--- config.mk ---
export PLATFORM = sky130hd
export DESIGN_NAME = adbg_tap_flat
export DESIGN_NICKNAME = d
export VERILOG_FILES = /design/src/rtl/adbg_tap_if.sv /design/src/rtl/adbg_tap.sv /design/src/flat_wrapper.sv
export SDC_FILE = /design/constraint.sdc
export NUM_CORES = 1
export LEC_CHECK = 0
export ABC_CLOCK_PERIOD_IN_PS = 2100
export CAP_MARGIN = 10
export CORE_MARGIN = 1.5
export CORE_UTILIZATION = 50
export CTS_CLUSTER_DIAMETER = 150
export DETAILED_ROUTE_END_ITERATION = 8
export PLACE_DENSITY = 0.8
export SLEW_MARGIN = 20
export SYNTH_ARGS = -nofsm -noshare
export SYNTH_HDL_FRONTEND = slang
export SYNTH_SLANG_ARGS = --single-unit
--- constraint.sdc ---
create_clock -name tck_i -period 2.1 [get_ports tck_i]
set_clock_uncertainty 0.1 [all_clocks]
set_input_delay 0.42 -clock tck_i [delete_from_list [all_inputs] [get_ports tck_i]]
set_output_delay 0.42 -clock tck_i [all_outputs]
set_load 0.02 [all_outputs]
--- src/rtl/adbg_tap_if.sv ---
// Debug-top side of the TAP: state strobes and debug select out, returned TDO in.
// Strobes are level signals valid for the whole TCK cycle after a posedge; the
// debug top samples them on the posedge that moves the TAP onward (no valid/ready).
interface adbg_tap_if;
    logic       debug_tdo_i;
    logic       test_logic_reset_o;
    logic       capture_dr_o;
    logic       shift_dr_o;
    logic       pause_dr_o;
    logic       update_dr_o;
    logic       debug_select_o;
    logic [3:0] tap_state;

    modport master (
        input  debug_tdo_i,
        output test_logic_reset_o,
        output capture_dr_o,
        output shift_dr_o,
        output pause_dr_o,
        output update_dr_o,
        output debug_select_o,
        output tap_state
    );

    modport slave (
        output debug_tdo_i,
        input  test_logic_reset_o,
        input  capture_dr_o,
        input  shift_dr_o,
        input  pause_dr_o,
        input  update_dr_o,
        input  debug_select_o,
        input  tap_state
    );
endinterface

--- src/rtl/adbg_tap.sv ---
// IEEE 1149.1 TAP controller: state machine, IR, IDCODE/BYPASS registers and
// the final TDO mux between local registers and the debug top's chain.
module adbg_tap #(
    parameter int                  IR_WIDTH     = 4,
    parameter logic [31:0]         IDCODE_VALUE = 32'h1000_0DB3,
    parameter logic [IR_WIDTH-1:0] IDCODE_INSTR = 4'b0010,
    parameter logic [IR_WIDTH-1:0] DEBUG_INSTR  = 4'b1000,
    parameter logic [IR_WIDTH-1:0] BYPASS_INSTR = 4'b1111
) (
    input  logic        tck_i,
    input  logic        trstn_i,
    input  logic        tms_i,
    input  logic        tdi_i,
    output logic        tdo_o,
    output logic        tdo_oe_o,
    adbg_tap_if.master  dbg
);

    typedef enum logic [3:0] {
        TLR, RTI, SEL_DR, CAP_DR, SH_DR, EX1_DR, PA_DR, EX2_DR, UPD_DR,
        SEL_IR, CAP_IR, SH_IR, EX1_IR, PA_IR, EX2_IR, UPD_IR
    } tap_state_e;

    localparam logic [IR_WIDTH-1:0] IR_CAPTURE = {{(IR_WIDTH-2){1'b0}}, 2'b01};

    tap_state_e          state_q, state_d;
    logic [IR_WIDTH-1:0] ir_q, ir_d;
    logic [IR_WIDTH-1:0] instr_q, instr_d;
    logic [31:0]         idcode_q, idcode_d;
    logic                bypass_q, bypass_d;
    logic                tdo_q, tdo_d;
    logic                tdo_oe_q, tdo_oe_d;
    logic                sel_idcode, sel_debug;

    always_comb begin
        state_d = state_q;
        case (state_q)
            TLR:     state_d = tms_i ? TLR    : RTI;
            RTI:     state_d = tms_i ? SEL_DR : RTI;
            SEL_DR:  state_d = tms_i ? SEL_IR : CAP_DR;
            CAP_DR:  state_d = tms_i ? EX1_DR : SH_DR;
            SH_DR:   state_d = tms_i ? EX1_DR : SH_DR;
            EX1_DR:  state_d = tms_i ? UPD_DR : PA_DR;
            PA_DR:   state_d = tms_i ? EX2_DR : PA_DR;
            EX2_DR:  state_d = tms_i ? UPD_DR : SH_DR;
            UPD_DR:  state_d = tms_i ? SEL_DR : RTI;
            SEL_IR:  state_d = tms_i ? TLR    : CAP_IR;
            CAP_IR:  state_d = tms_i ? EX1_IR : SH_IR;
            SH_IR:   state_d = tms_i ? EX1_IR : SH_IR;
            EX1_IR:  state_d = tms_i ? UPD_IR : PA_IR;
            PA_IR:   state_d = tms_i ? EX2_IR : PA_IR;
            EX2_IR:  state_d = tms_i ? UPD_IR : SH_IR;
            UPD_IR:  state_d = tms_i ? SEL_DR : RTI;
            default: state_d = TLR;
        endcase
    end

    // Unlisted opcodes fall through to BYPASS alongside BYPASS_INSTR itself.
    always_comb begin
        sel_idcode = 1'b0;
        sel_debug  = 1'b0;
        case (instr_q)
            IDCODE_INSTR: sel_idcode = 1'b1;
            DEBUG_INSTR:  sel_debug  = 1'b1;
            BYPASS_INSTR: ;
            default:      ;
        endcase
    end

    always_comb begin
        ir_d     = ir_q;
        instr_d  = instr_q;
        idcode_d = idcode_q;
        bypass_d = bypass_q;
        case (state_q)
            CAP_IR: ir_d = IR_CAPTURE;
            SH_IR:  ir_d = {tdi_i, ir_q[IR_WIDTH-1:1]};
            UPD_IR: instr_d = ir_q;
            CAP_DR: begin
                if (sel_idcode) idcode_d = IDCODE_VALUE;
                bypass_d = 1'b0;
            end
            SH_DR: begin
                if (sel_idcode) idcode_d = {tdi_i, idcode_q[31:1]};
                bypass_d = tdi_i;
            end
            default: ;
        endcase
        // Keyed on the next state so the instruction flips on the edge entering TLR.
        if (state_d == TLR) instr_d = IDCODE_INSTR;
    end

    always_ff @(posedge tck_i or negedge trstn_i) begin
        if (!trstn_i) begin
            state_q  <= TLR;
            ir_q     <= '0;
            instr_q  <= IDCODE_INSTR;
            idcode_q <= IDCODE_VALUE;
            bypass_q <= 1'b0;
        end else begin
            state_q  <= state_d;
            ir_q     <= ir_d;
            instr_q  <= instr_d;
            idcode_q <= idcode_d;
            bypass_q <= bypass_d;
        end
    end

    always_comb begin
        tdo_d    = 1'b0;
        tdo_oe_d = 1'b0;
        case (state_q)
            SH_IR: begin
                tdo_d    = ir_q[0];
                tdo_oe_d = 1'b1;
            end
            SH_DR: begin
                tdo_oe_d = 1'b1;
                if (sel_idcode)     tdo_d = idcode_q[0];
                else if (sel_debug) tdo_d = dbg.debug_tdo_i;
                else                tdo_d = bypass_q;
            end
            default: ;
        endcase
    end

    always_ff @(negedge tck_i or negedge trstn_i) begin
        if (!trstn_i) begin
            tdo_q    <= 1'b0;
            tdo_oe_q <= 1'b0;
        end else begin
            tdo_q    <= tdo_d;
            tdo_oe_q <= tdo_oe_d;
        end
    end

    assign tdo_o    = tdo_q;
    assign tdo_oe_o = tdo_oe_q;

    assign dbg.test_logic_reset_o = (state_q == TLR);
    assign dbg.capture_dr_o       = (state_q == CAP_DR);
    assign dbg.shift_dr_o         = (state_q == SH_DR);
    assign dbg.pause_dr_o         = (state_q == PA_DR);
    assign dbg.update_dr_o        = (state_q == UPD_DR);
    assign dbg.debug_select_o     = sel_debug;
    assign dbg.tap_state          = state_q;

endmodule
--- src/flat_wrapper.sv ---
// flat-port wrapper written by rule: the top's interface ports become plain ports
module adbg_tap_flat 
#(
    parameter int                  IR_WIDTH     = 4,
    parameter logic [31:0]         IDCODE_VALUE = 32'h1000_0DB3,
    parameter logic [IR_WIDTH-1:0] IDCODE_INSTR = 4'b0010,
    parameter logic [IR_WIDTH-1:0] DEBUG_INSTR  = 4'b1000,
    parameter logic [IR_WIDTH-1:0] BYPASS_INSTR = 4'b1111
)
  (tck_i, trstn_i, tms_i, tdi_i, tdo_o, tdo_oe_o, dbg_debug_tdo_i, dbg_test_logic_reset_o, dbg_capture_dr_o, dbg_shift_dr_o, dbg_pause_dr_o, dbg_update_dr_o, dbg_debug_select_o, dbg_tap_state);
  adbg_tap_if dbg_i ();
  input  logic tck_i;
  input  logic trstn_i;
  input  logic tms_i;
  input  logic tdi_i;
  output logic tdo_o;
  output logic tdo_oe_o;
  input wire logic [$bits(dbg_i.debug_tdo_i)-1:0] dbg_debug_tdo_i;
  output wire logic [$bits(dbg_i.test_logic_reset_o)-1:0] dbg_test_logic_reset_o;
  output wire logic [$bits(dbg_i.capture_dr_o)-1:0] dbg_capture_dr_o;
  output wire logic [$bits(dbg_i.shift_dr_o)-1:0] dbg_shift_dr_o;
  output wire logic [$bits(dbg_i.pause_dr_o)-1:0] dbg_pause_dr_o;
  output wire logic [$bits(dbg_i.update_dr_o)-1:0] dbg_update_dr_o;
  output wire logic [$bits(dbg_i.debug_select_o)-1:0] dbg_debug_select_o;
  output wire logic [$bits(dbg_i.tap_state)-1:0] dbg_tap_state;
  assign dbg_i.debug_tdo_i = dbg_debug_tdo_i;
  assign dbg_test_logic_reset_o = dbg_i.test_logic_reset_o;
  assign dbg_capture_dr_o = dbg_i.capture_dr_o;
  assign dbg_shift_dr_o = dbg_i.shift_dr_o;
  assign dbg_pause_dr_o = dbg_i.pause_dr_o;
  assign dbg_update_dr_o = dbg_i.update_dr_o;
  assign dbg_debug_select_o = dbg_i.debug_select_o;
  assign dbg_tap_state = dbg_i.tap_state;
  adbg_tap #(.IR_WIDTH(IR_WIDTH), .IDCODE_VALUE(IDCODE_VALUE), .IDCODE_INSTR(IDCODE_INSTR), .DEBUG_INSTR(DEBUG_INSTR), .BYPASS_INSTR(BYPASS_INSTR)) u_core (.tck_i(tck_i), .trstn_i(trstn_i), .tms_i(tms_i), .tdi_i(tdi_i), .tdo_o(tdo_o), .tdo_oe_o(tdo_oe_o), .dbg(dbg_i));
endmodule
==> Word-level counts from Yosys, hierarchy flattened <==
Index checks and enable logic that the tools add are counted.
{ "word_totals": {"ff_bits": 47, "latchBits": 0, "ram_bits": 0, "mem_bits_ro": 0, "inputBits": 5, "wordCells": 62, "mem_count": 0} }
{ "classes": {"addsub": 0, "multipliers": 0, "n_div": 0, "n_lt_le_gt_ge": 0, "n_eq_ne": 19, "n_shift": 0, "mux": 26, "bitwise_logic": 0, "n_reduce_logical": 10} }
{ "ops": {"columns": ["cell", "n"], "rows": [
  ["32-bit 2-to-1 mux", 2],
  ["32-bit one-hot mux with 2 select lines", 1],
  ["4-bit one-hot mux with 12 select lines", 1],
  ["4-bit == test, second input constant", 9],
  ["4-bit 2-to-1 mux", 6],
  ["4-bit by 3-bit == test with 1-bit output, second input constant", 4],
  ["4-bit by 2-bit == test with 1-bit output, second input constant", 3],
  ["4-bit zero test", 2],
  ["1-bit 2-to-1 mux", 8],
  ["4-bit one-hot mux with 2 select lines", 1],
  ["2-bit 2-to-1 mux", 3],
  ["3-bit 2-to-1 mux", 2],
  ["2-bit nonzero test", 3],
  ["2-bit OR reduction", 3],
  ["4-bit by 1-bit == test with 1-bit output, second input constant", 1],
  ["2-bit by 1-bit inequality test with 1-bit output, second input constant", 2],
  ["1-bit one-hot mux with 2 select lines", 2],
  ["3-bit AND reduction", 1],
  ["3-bit OR reduction", 1]
]} }

==> Longest topological paths before layout <==
{ "depth": {"ltp_word": 5, "depth_mapped": 6, "ltp_nobuf": 5} }

==> flow_summary.yaml <==
floorplanning:
  start_util_pct: 53.4
  die-width_um: 66.5
  dieArea_um2: 4420
  die_h_um: 66.5
  core_um2: 3770
  io_pins: 17
  num_rows: 22
route:
  vias_per_cell: 5.94
  num_vias: 1603
  wire_per_inst_um: 16.9
  drc: 0
  ant_nets: 0
  drt-total-wl_mm: 4.55
  first_pass_iters: 4
  drt-initial-drc-count: 83
critical_path:
  critPathBufInv: 0
  max_stage_delay_ns: 0.54
  crit_chain: "or4b_4 -> o221ai_2 -> o21ai_1"
  rr_startpoint: "u_core.instr_q[1]$_DFFE_PN1P_"
  end_kind: "register"
  cp_max_fo: 2
  r2r_cells: 3
  r2r_slack_ns: -0.43
  cpMaxStageDelayCell: "dfstp_2"
  worstPathArrival_ns: 1.53
  cp.depth: 3
  path_class: "register to register"
  start_kind: "register"
  r2r_end: "u_core.tdo_o$_DFF_NN0_"
  critPathTopFamily: "flip-flops"
  required_ns: 1.10
layout:
  register_area_um2: 1190
  fill_cells: 262
  layout-drive-gt1-share_pct: 31.1
  antenna_cells: 0
  multiInputGateArea_um2: 783
  finish.instance_area_um2: 2560
  syn_to_final_growth_pct: 27.2
  fin_nets: 226
clock_tree:
  cts_tree: "done"
  clock-sinks: 47
  clockBufferDepth: 2
  clk_pin_slew_ns: 0.08
  htreeDepth: 2
  cts-buffers-inserted: 5
  insertion_delay_ns: 0.30
  cts_root_buffer: "clkbuf_8"
timing:
  setup_tns_ns: -1.02
  drv_slew: 0
  whs_ns: 0.0292
  setup_viol: 3
  tightest_slew_ns: 0.381
  finalHoldViolCount: 0
  relSlewSlack_pct: 74.6
  worst_slack_ns: -0.432
  rsz0062_at_grt: "true"
status:
  failed_checks: "negative setup slack"
  status: "finished, violations left"
place:
  pre_cts_ws_ns: -0.462
  gp_congestion: 0.819
  place_area_um2: 2370
  port_buffers: 16
  dp_hpwl_mm: 3.17
synthesis:
  synth_nets: 188
  yosys_warnings: 0
  synth_cell_types: 38
  seq_area_frac_synth_pct: 59.0
  postSynthCellCount: 183
  netlist_area_um2: 2010
  ys_ff_latch: 47
  syn_avg_cell_area_um2: 11.0
pwr:
  swShare_pct: 36.8
  p_leak_nw: 1.17
  comb_power_share_pct: 46.3
  power.density_nw_per_um2: 1590
  p_sw_mw: 1.50
  clkPwrFrac_pct: 16.8
  p_int_mw: 2.58
  p_seq_share_pct: 36.9
  ir_worst_vdd_mv: 0.904
global_route:
  antenna_found_initial: 0
  grt-ovfl-total: 0
  grt_pass1_vias: 1530
  grt_usage_pct: 23.3
  grt_pass1_wl_mm: 7.43
  grt_max_degree: 34
hold_path:
  hold_path_class: "input pin to asynchronous set/reset pin"
flow_run:
  drv_cap: 0
==> cell families (layout without fill, tap and decap cells) <==
logic type,Yosys count,after routing,share of synthesized area [%]
AO/OA/AOI/OAI,60,60,22.2
AND/OR/NAND/NOR,55,55,14.0
flip-flops,47,47,59.0
buffers and inverters,19,58,3.91
XOR/XNOR,2,2,0.870
==> routing by layer <==
layer | vias to the layer above | track usage [%] | wire [um] | part of all wire (%)
met4 | 0 | 7.40 | 97 | 2.1
met1 | 792 | 27.9 | 1830 | 40
met2 | 55 | 40.3 | 2440 | 54
met5 | - | 0 | 0 | 0
met3 | 12 | 6.93 | 182 | 4.0
li1 | 744 | - | - | -
==> stage by stage <==
| step | utilization (%) | cells | total power, mW |
|---|---|---|---|
| after floorplan | - | 183 | 2.59 |
| after global placement | 62.9 | 256 | 3.11 |
| after detailed placement | 62.9 | 256 | 3.25 |
| after CTS | 66.1 | 264 | 3.94 |
| after global routing | 67.9 | 270 | 4.33 |
| final | 67.9 | 270 | 4.08 |
==> placed cells by master (no fill, tap or decap), types with 6 or more instances in the layout <==
master	Yosys	final
a22o_1	23	23
clkdlybuf4s50_1	0	6
a21oi_1	10	10
buf_4	0	27
nand2_1	23	22
o22a_1	9	9
o21ai_0	8	7
dfstp_2	10	10
dfrtp_1	35	32
clkbuf_8	0	6
==> flip-flops by register name, summed over array words and instances (netlist names) <==
signal / count
u_core.bypass_q: 1
u_core.tdo_o: 1
u_core.ir_q: 4
u_core.dbg.tap_state: 4
u_core.idcode_q: 32
u_core.instr_q: 4
u_core.tdo_oe_o: 1
==> area by class of cell <==
class / count / area share, %
Multi-Input combinational cell: 117 / 30.6
Inverter: 4 / 0.586
Timing Repair Buffer: 46 / 15.2
Clock buffer: 6 / 3.22
Clock inverter: 2 / 1.51
Tap cell: 48 / 2.34
Sequential cell: 47 / 46.5
==> worst max-delay path by stage <==
stage	from	end	slack, ns
finish	u_core.instr_q[1]$_DFFE_PN1P_	u_core.tdo_o$_DFF_NN0_	-0.43
global route	u_core.instr_q[1]$_DFFE_PN1P_	u_core.tdo_o$_DFF_NN0_	-0.50
CTS	u_core.instr_q[1]$_DFFE_PN1P_	u_core.tdo_o$_DFF_NN0_	-0.43
detailed placement	dbg_debug_tdo_i	u_core.tdo_o$_DFF_NN0_	-0.46
global placement	u_core.tdo_o$_DFF_NN0_	tdo_o	-0.44
floorplan	u_core.instr_q[1]$_DFFE_PN1P_	u_core.tdo_o$_DFF_NN0_	-0.43
==> worst reg2reg max path, cell delays in order (launching register included) <==
cell,delay [ns]
dfstp_2,0.54
or4b_4,0.47
o221ai_2,0.15
o21ai_1,0.08
==> power by group through the flow <==
stage	sequential, mW	combinational [mW]	clock, mW
after floorplan	1.52	1.07	0
after global placement	1.47	1.64	0
after detailed placement	1.49	1.75	0
after CTS	1.48	1.75	0.705
after global routing	1.54	2.05	0.741
final	1.51	1.89	0.687
==> synthesized netlist by cell type, drive strengths merged <==
library cell	count	share of area (%)
a2bb2oi	1	0.43
nand3b	2	0.75
nor4	2	0.62
xnor2	1	0.43
dfstp	10	13
a22o	23	10
o311ai	1	0.43
nor4b	1	0.43
dfrtn	2	2.5
nor2b	3	0.93
clkbuf	7	1.3
xor2	1	0.43
nor3	5	1.2
o32ai	1	0.43
and2	1	0.31
nor4bb	1	0.50
nor2	6	1.4
a211oi	2	0.75
inv	4	0.75
o221ai	1	0.43
a21o	1	0.37
buf	8	1.9
a21oi	10	2.5
or4b	1	0.68
a311oi	1	0.43
nand2b	2	0.62
o21ai	10	2.5
or2	1	0.31
nor3b	1	0.37
nand3	4	0.99
o22a	9	3.9
dfrtp	35	43
nand4	2	0.62
nand2	23	4.3
==> repair_timing <==
action / CTS / global route
hold buffers: 0 / 0
gates resized for setup: 21 / 20
buffers inserted: 0 / 6
endpoints found under the setup margin: 9 / 17
Note: power is estimated with default switching activity, not from simulation.
